## config.mk

```make
export PLATFORM = sky130hd
export DESIGN_NAME = param_regfile
export DESIGN_NICKNAME = d
export VERILOG_FILES = /design/src/rtl/param_regfile.sv
export SDC_FILE = /design/constraint.sdc
export NUM_CORES = 2
export LEC_CHECK = 0
export ABC_AREA = 0
export CORE_MARGIN = 2
export CORE_UTILIZATION = 40
export DETAILED_ROUTE_END_ITERATION = 8
export GPL_TIMING_DRIVEN = 0
export PLACE_DENSITY_LB_ADDON = 0.2
export SYNTH_ARGS = -nofsm -noshare
export SYNTH_HDL_FRONTEND = slang
export SYNTH_SLANG_ARGS = --single-unit
export TNS_END_PERCENT = 1
```

## constraint.sdc

```tcl
create_clock -name clk -period 36.6 [get_ports clk]
set_clock_uncertainty 0.15 [all_clocks]
set_input_delay 3.66 -clock clk [delete_from_list [all_inputs] [get_ports clk]]
set_output_delay 3.66 -clock clk [all_outputs]
set_load 0.05 [all_outputs]
```

## src/rtl/param_regfile.sv

```systemverilog
// Parametrised 1W/2R register file: optional hard-wired zero register,
// write-to-read forwarding, and combinational or registered read ports.
module param_regfile #(
  parameter int WIDTH    = 32,
  parameter int DEPTH    = 32,
  parameter int ADDR_W   = (DEPTH > 1) ? $clog2(DEPTH) : 1,
  parameter bit ZERO_REG = 1'b1,
  parameter bit BYPASS   = 1'b1,
  parameter bit REG_READ = 1'b0
) (
  input  logic              clk,
  input  logic              rst,
  input  logic              we,
  input  logic [ADDR_W-1:0] waddr,
  input  logic [WIDTH-1:0]  wdata,
  input  logic [ADDR_W-1:0] raddr0,
  input  logic [ADDR_W-1:0] raddr1,
  output logic [WIDTH-1:0]  rdata0,
  output logic [WIDTH-1:0]  rdata1
);

  localparam int NPORT = 2;
  // One extra bit so DEPTH itself is representable for the range compare.
  localparam logic [ADDR_W:0] DEPTH_C = (ADDR_W+1)'(DEPTH);

  logic [DEPTH-1:0][WIDTH-1:0]  mem;
  logic [NPORT-1:0][ADDR_W-1:0] ra;
  logic [NPORT-1:0][WIDTH-1:0]  rd;
  logic                         wr_ok;

  assign ra = {raddr1, raddr0};

  // A legal write also gates the bypass path, so reset and illegal
  // addresses can never leak wdata onto a read port.
  assign wr_ok = we && !rst && ({1'b0, waddr} < DEPTH_C) &&
                 !(ZERO_REG && (waddr == '0));

  always_ff @(posedge clk or posedge rst) begin
    if (rst)        mem        <= '0;
    else if (wr_ok) mem[waddr] <= wdata;
  end

  for (genvar p = 0; p < NPORT; p++) begin : g_port
    logic [WIDTH-1:0] rv;

    always_comb begin
      rv = '0;
      if (({1'b0, ra[p]} < DEPTH_C) && !(ZERO_REG && (ra[p] == '0))) begin
        if (BYPASS && wr_ok && (waddr == ra[p])) rv = wdata;
        else                                      rv = mem[ra[p]];
      end
    end

    if (REG_READ) begin : g_reg
      logic [WIDTH-1:0] q;
      always_ff @(posedge clk or posedge rst) begin
        if (rst) q <= '0;
        else     q <= rv;
      end
      assign rd[p] = q;
    end else begin : g_comb
      assign rd[p] = rv;
    end
  end

  assign rdata0 = rd[0];
  assign rdata1 = rd[1];

endmodule
```

==> impl_results.md <==
* Setup ws final at roughly 23 ns
* Vias at between 40,000 and 50,000
* Gr ovfl total at 0
* Min-Delay Path Depth at 1
* TritonCTS Buffers at roughly 120
* Clock share of power at 0.377
* Sw power at 1.01 mW
* EDFF count, synth at 0
* Filler Cell Count at approximately 12,000
* Post-synthesis cell type count at 60
* Cts hold-fix bufs at 0
* Crit Path Class: in -> out
* Mean Syn Cell Area at approximately 14 sq um
* Vias in the first global route at between 30,000 and 40,000
* Max reg flops at a little over 1,000
* DIE WIDTH at 376 microns
* Routed len/inst at approximately 44 microns
* Initial Util at 0.403
* Final net count at between 4,000 and 5,000
* Most used routing layer: met2
* # IOs at ~110
* Hold_sp: mem[3]$_DFFE_PP0P_
* Min Hold Slack at 0.323 ns
* Antenna viol nets, final at 0
* Simple-Gate Fraction of Synth Area at 0.0208
* Adder-cell area share of the yosys netlist at 0
* Vias per inst at 6.86
* Port Buffers at approximately 110
* PD cells at around 52 nW/um^2
* Root buffer cell: clkbuf_16
* Synthesis-stage register bit count at between 1,000 and 1,500
* CP endpoint kind: primary output
* Max Cap Viol at 17
* HPWL after DPL at just under 200,000 microns
* Peak VDD IR at between 0.04 and 0.05 mV
* Grt met1 use at 0.496
* Post-synth ARST share at 1.00
* Syn_nets at roughly 4,000
* Worst skew pair latency at 0.75 ns
* Met2 Use GR at 0.509
* Final Hold Viols at 0
* Critical Path RT at around 33 ns
* Comb pwr share at 0.201
* Cell Area, Synth at approximately 55,000 sq um
* CTS tree: built
* Multiplexer share of the synthesized area at 0.411
* Initial antenna violation count at 29
* Worst-path maximum fanout at 10
* First-pass DRT Iterations at 7
* Final Critical Period at between 10 and 15 ns
* First-pass GRT wire length at 356,000 microns
* Seq pwr share at 0.422
* DP Worst Slack at 23.53 ns
* Hold EP: mem[3]$_DFFE_PP0P_
* Final GP Congestion at 1.07
* Num rows at between 100 and 150
* R2R setup slack at about 36 ns
* Floorplan core area at 137,000 sq um
* CP startpoint kind: input pin
* Worst r2r src: mem[621]$_DFFE_PP0P_
* CTS H-Tree Depth at 3
* Syn Inst Count at slightly below 4,000
* Initial DRC Count at about 6,400
* Post-synthesis compound-gate area fraction at 0.0641
* Max Slew Vio Count at roughly 140
* Synthesis Warnings at 0
* Util after Layout at 0.458
* Post-CTS repair timing setup buffer count at 0
* Clock transition at path regs at approximately 0.060 ns
* Final period util at 0.369
* Share of layout cells above drive strength 1 at 0.425
* WP data arrival at roughly 9.7 ns
* Slew HR at -0.110
* Clk buf depth at 3
* Drc violations at 0
* Worst-margin pin slew at 1.66 ns
* Pleak at roughly 28 nW
* RSZ-0062 raised after global routing: false
* TritonCTS Sinks at 1,024
* Outcome: finished with violations
* Worst Hold Class: reg -> reg
* Sequential fraction of the synthesis area at 0.463
* Top_reg_cell synth: dfrtp_1
* Total negative setup slack at 0 ns
* Count of final setup violators at 0
* Largest net degree at the start of global routing at between 100 and 150
* Sw Ratio at 0.307
* Most flop-heavy register: mem
* Max Clock Freq at around 74 MHz
* DIE AREA at roughly 140,000 sq um
* RR Endpoint: mem[621]$_DFFE_PP0P_
* Regs by FF count: mem (1024)
* R2R depth at 1
* Routing usage on met3 at 0.160
* CTS resizes at 0
* Area Overhead vs Synth at 13.8%
* Die H at between 300 and 400 microns
* Most frequent cells in the layout: mux2_2, dfrtp_1, mux4_2
* Overall Global Routing Usage at 0.376
* Internal power at around 2.3 mW
* Post-synthesis xor/xnor area fraction at 0.00158
* Failing checks: capacitance limit, slew limit
* Drt total wl at approximately 270,000 microns
* Commonest non-fill, non-tap cell in the layout: mux2_2
* Largest family of logic cells by synthesized area: multiplexers
critical path, stage by stage:
cell	delay [ns]
clkdlybuf4s50_1	0.72
buf_2	0.34
buf_4	0.36
clkbuf_1	1.21
clkbuf_1	0.97
nor2_1	0.11
a31oi_1	0.37
a31oi_1	0.24
a31oi_1	0.71
clkdlybuf4s50_1	0.96
Yosys cell counts, types with 26 or more instances:
master	instances	area share
mux2_2	1046	0.21
dfrtp_1	1024	0.46
mux4_2	346	0.14
mux2i_1	286	0.052
clkbuf_1	209	0.014
buf_2	126	0.011
nand2_1	114	0.0077
a22oi_1	76	0.010
a21oi_1	60	0.0054
buf_1	54	0.0037
o21ai_0	54	0.0049
a211oi_1	49	0.0067
nor2_1	46	0.0031
o221ai_1	42	0.0067
o22ai_1	42	0.0048
a221oi_1	33	0.0052
buf_4	31	0.0042
a32o_1	30	0.0054
buf_6	26	0.0053
power groups by stage:
stage / logic (mW) / clock network [mW] / registers, mW
global route: 0.674 / 1.29 / 1.40
global placement: 0.623 / 0 / 1.40
detailed placement: 0.634 / 0 / 1.40
finish: 0.662 / 1.24 / 1.39
floorplan: 0.412 / 0 / 1.37
CTS: 0.637 / 1.24 / 1.38
kinds of logic after synthesis:
| kind of cell | after synthesis |
|---|---|
| mux | 1691 |
| buf+inv | 449 |
| compound gates | 484 |
| simple gates | 245 |
| flops | 1024 |
| xor+xnor | 10 |
metrics by stage:
stage | cell area, sq um | total power, mW | instances
6_report | 62900 | 3.29 | 6042
5_1_grt | 62900 | 3.36 | 6033
3_5_place_dp | 58900 | 2.03 | 5817
3_3_place_gp | 58600 | 2.02 | 5803
4_1_cts | 62900 | 3.26 | 6030
2_1_floorplan | 55300 | 1.78 | 3903
final cells by class:
type | count | area, sq um | share of cell area
Buffer | 446 | 2160 | 0.0343
Timing Repair Buffer | 120 | 1360 | 0.0216
Sequential cell | 1024 | 25600 | 0.407
Clock inverter | 34 | 473 | 0.00751
Inverter | 3 | 18.8 | 0.000298
Multi-Input combinational cell | 2430 | 27500 | 0.438
Clock buffer | 179 | 3490 | 0.0554
Antenna cell | 12 | 30.0 | 0.000477
Tap cell | 1794 | 2240 | 0.0357
routing by layer:
layer	routed length [microns]	share of wire	vias up
met3	37100	0.14	753
met1	104000	0.39	22200
li1	-	-	15500
met5	203	0.00076	-
met4	19100	0.071	28
met2	108000	0.40	2914
worst max path at each step:
stage	end	startpoint	slack (ns)	cells past startpoint
finish	rdata0[13]	raddr0[2]	23.10	10
global route	rdata0[13]	raddr0[2]	23.31	10
CTS	rdata0[31]	raddr0[4]	23.53	9
detailed placement	rdata0[31]	raddr0[4]	23.53	9
global placement	mem[322]$_DFFE_PP0P_	rst	-9.80	2
floorplan	mem[0]$_DFFE_PP0P_	rst	3.97	1
No activity file was read; power rests on OpenSTA's default activity.
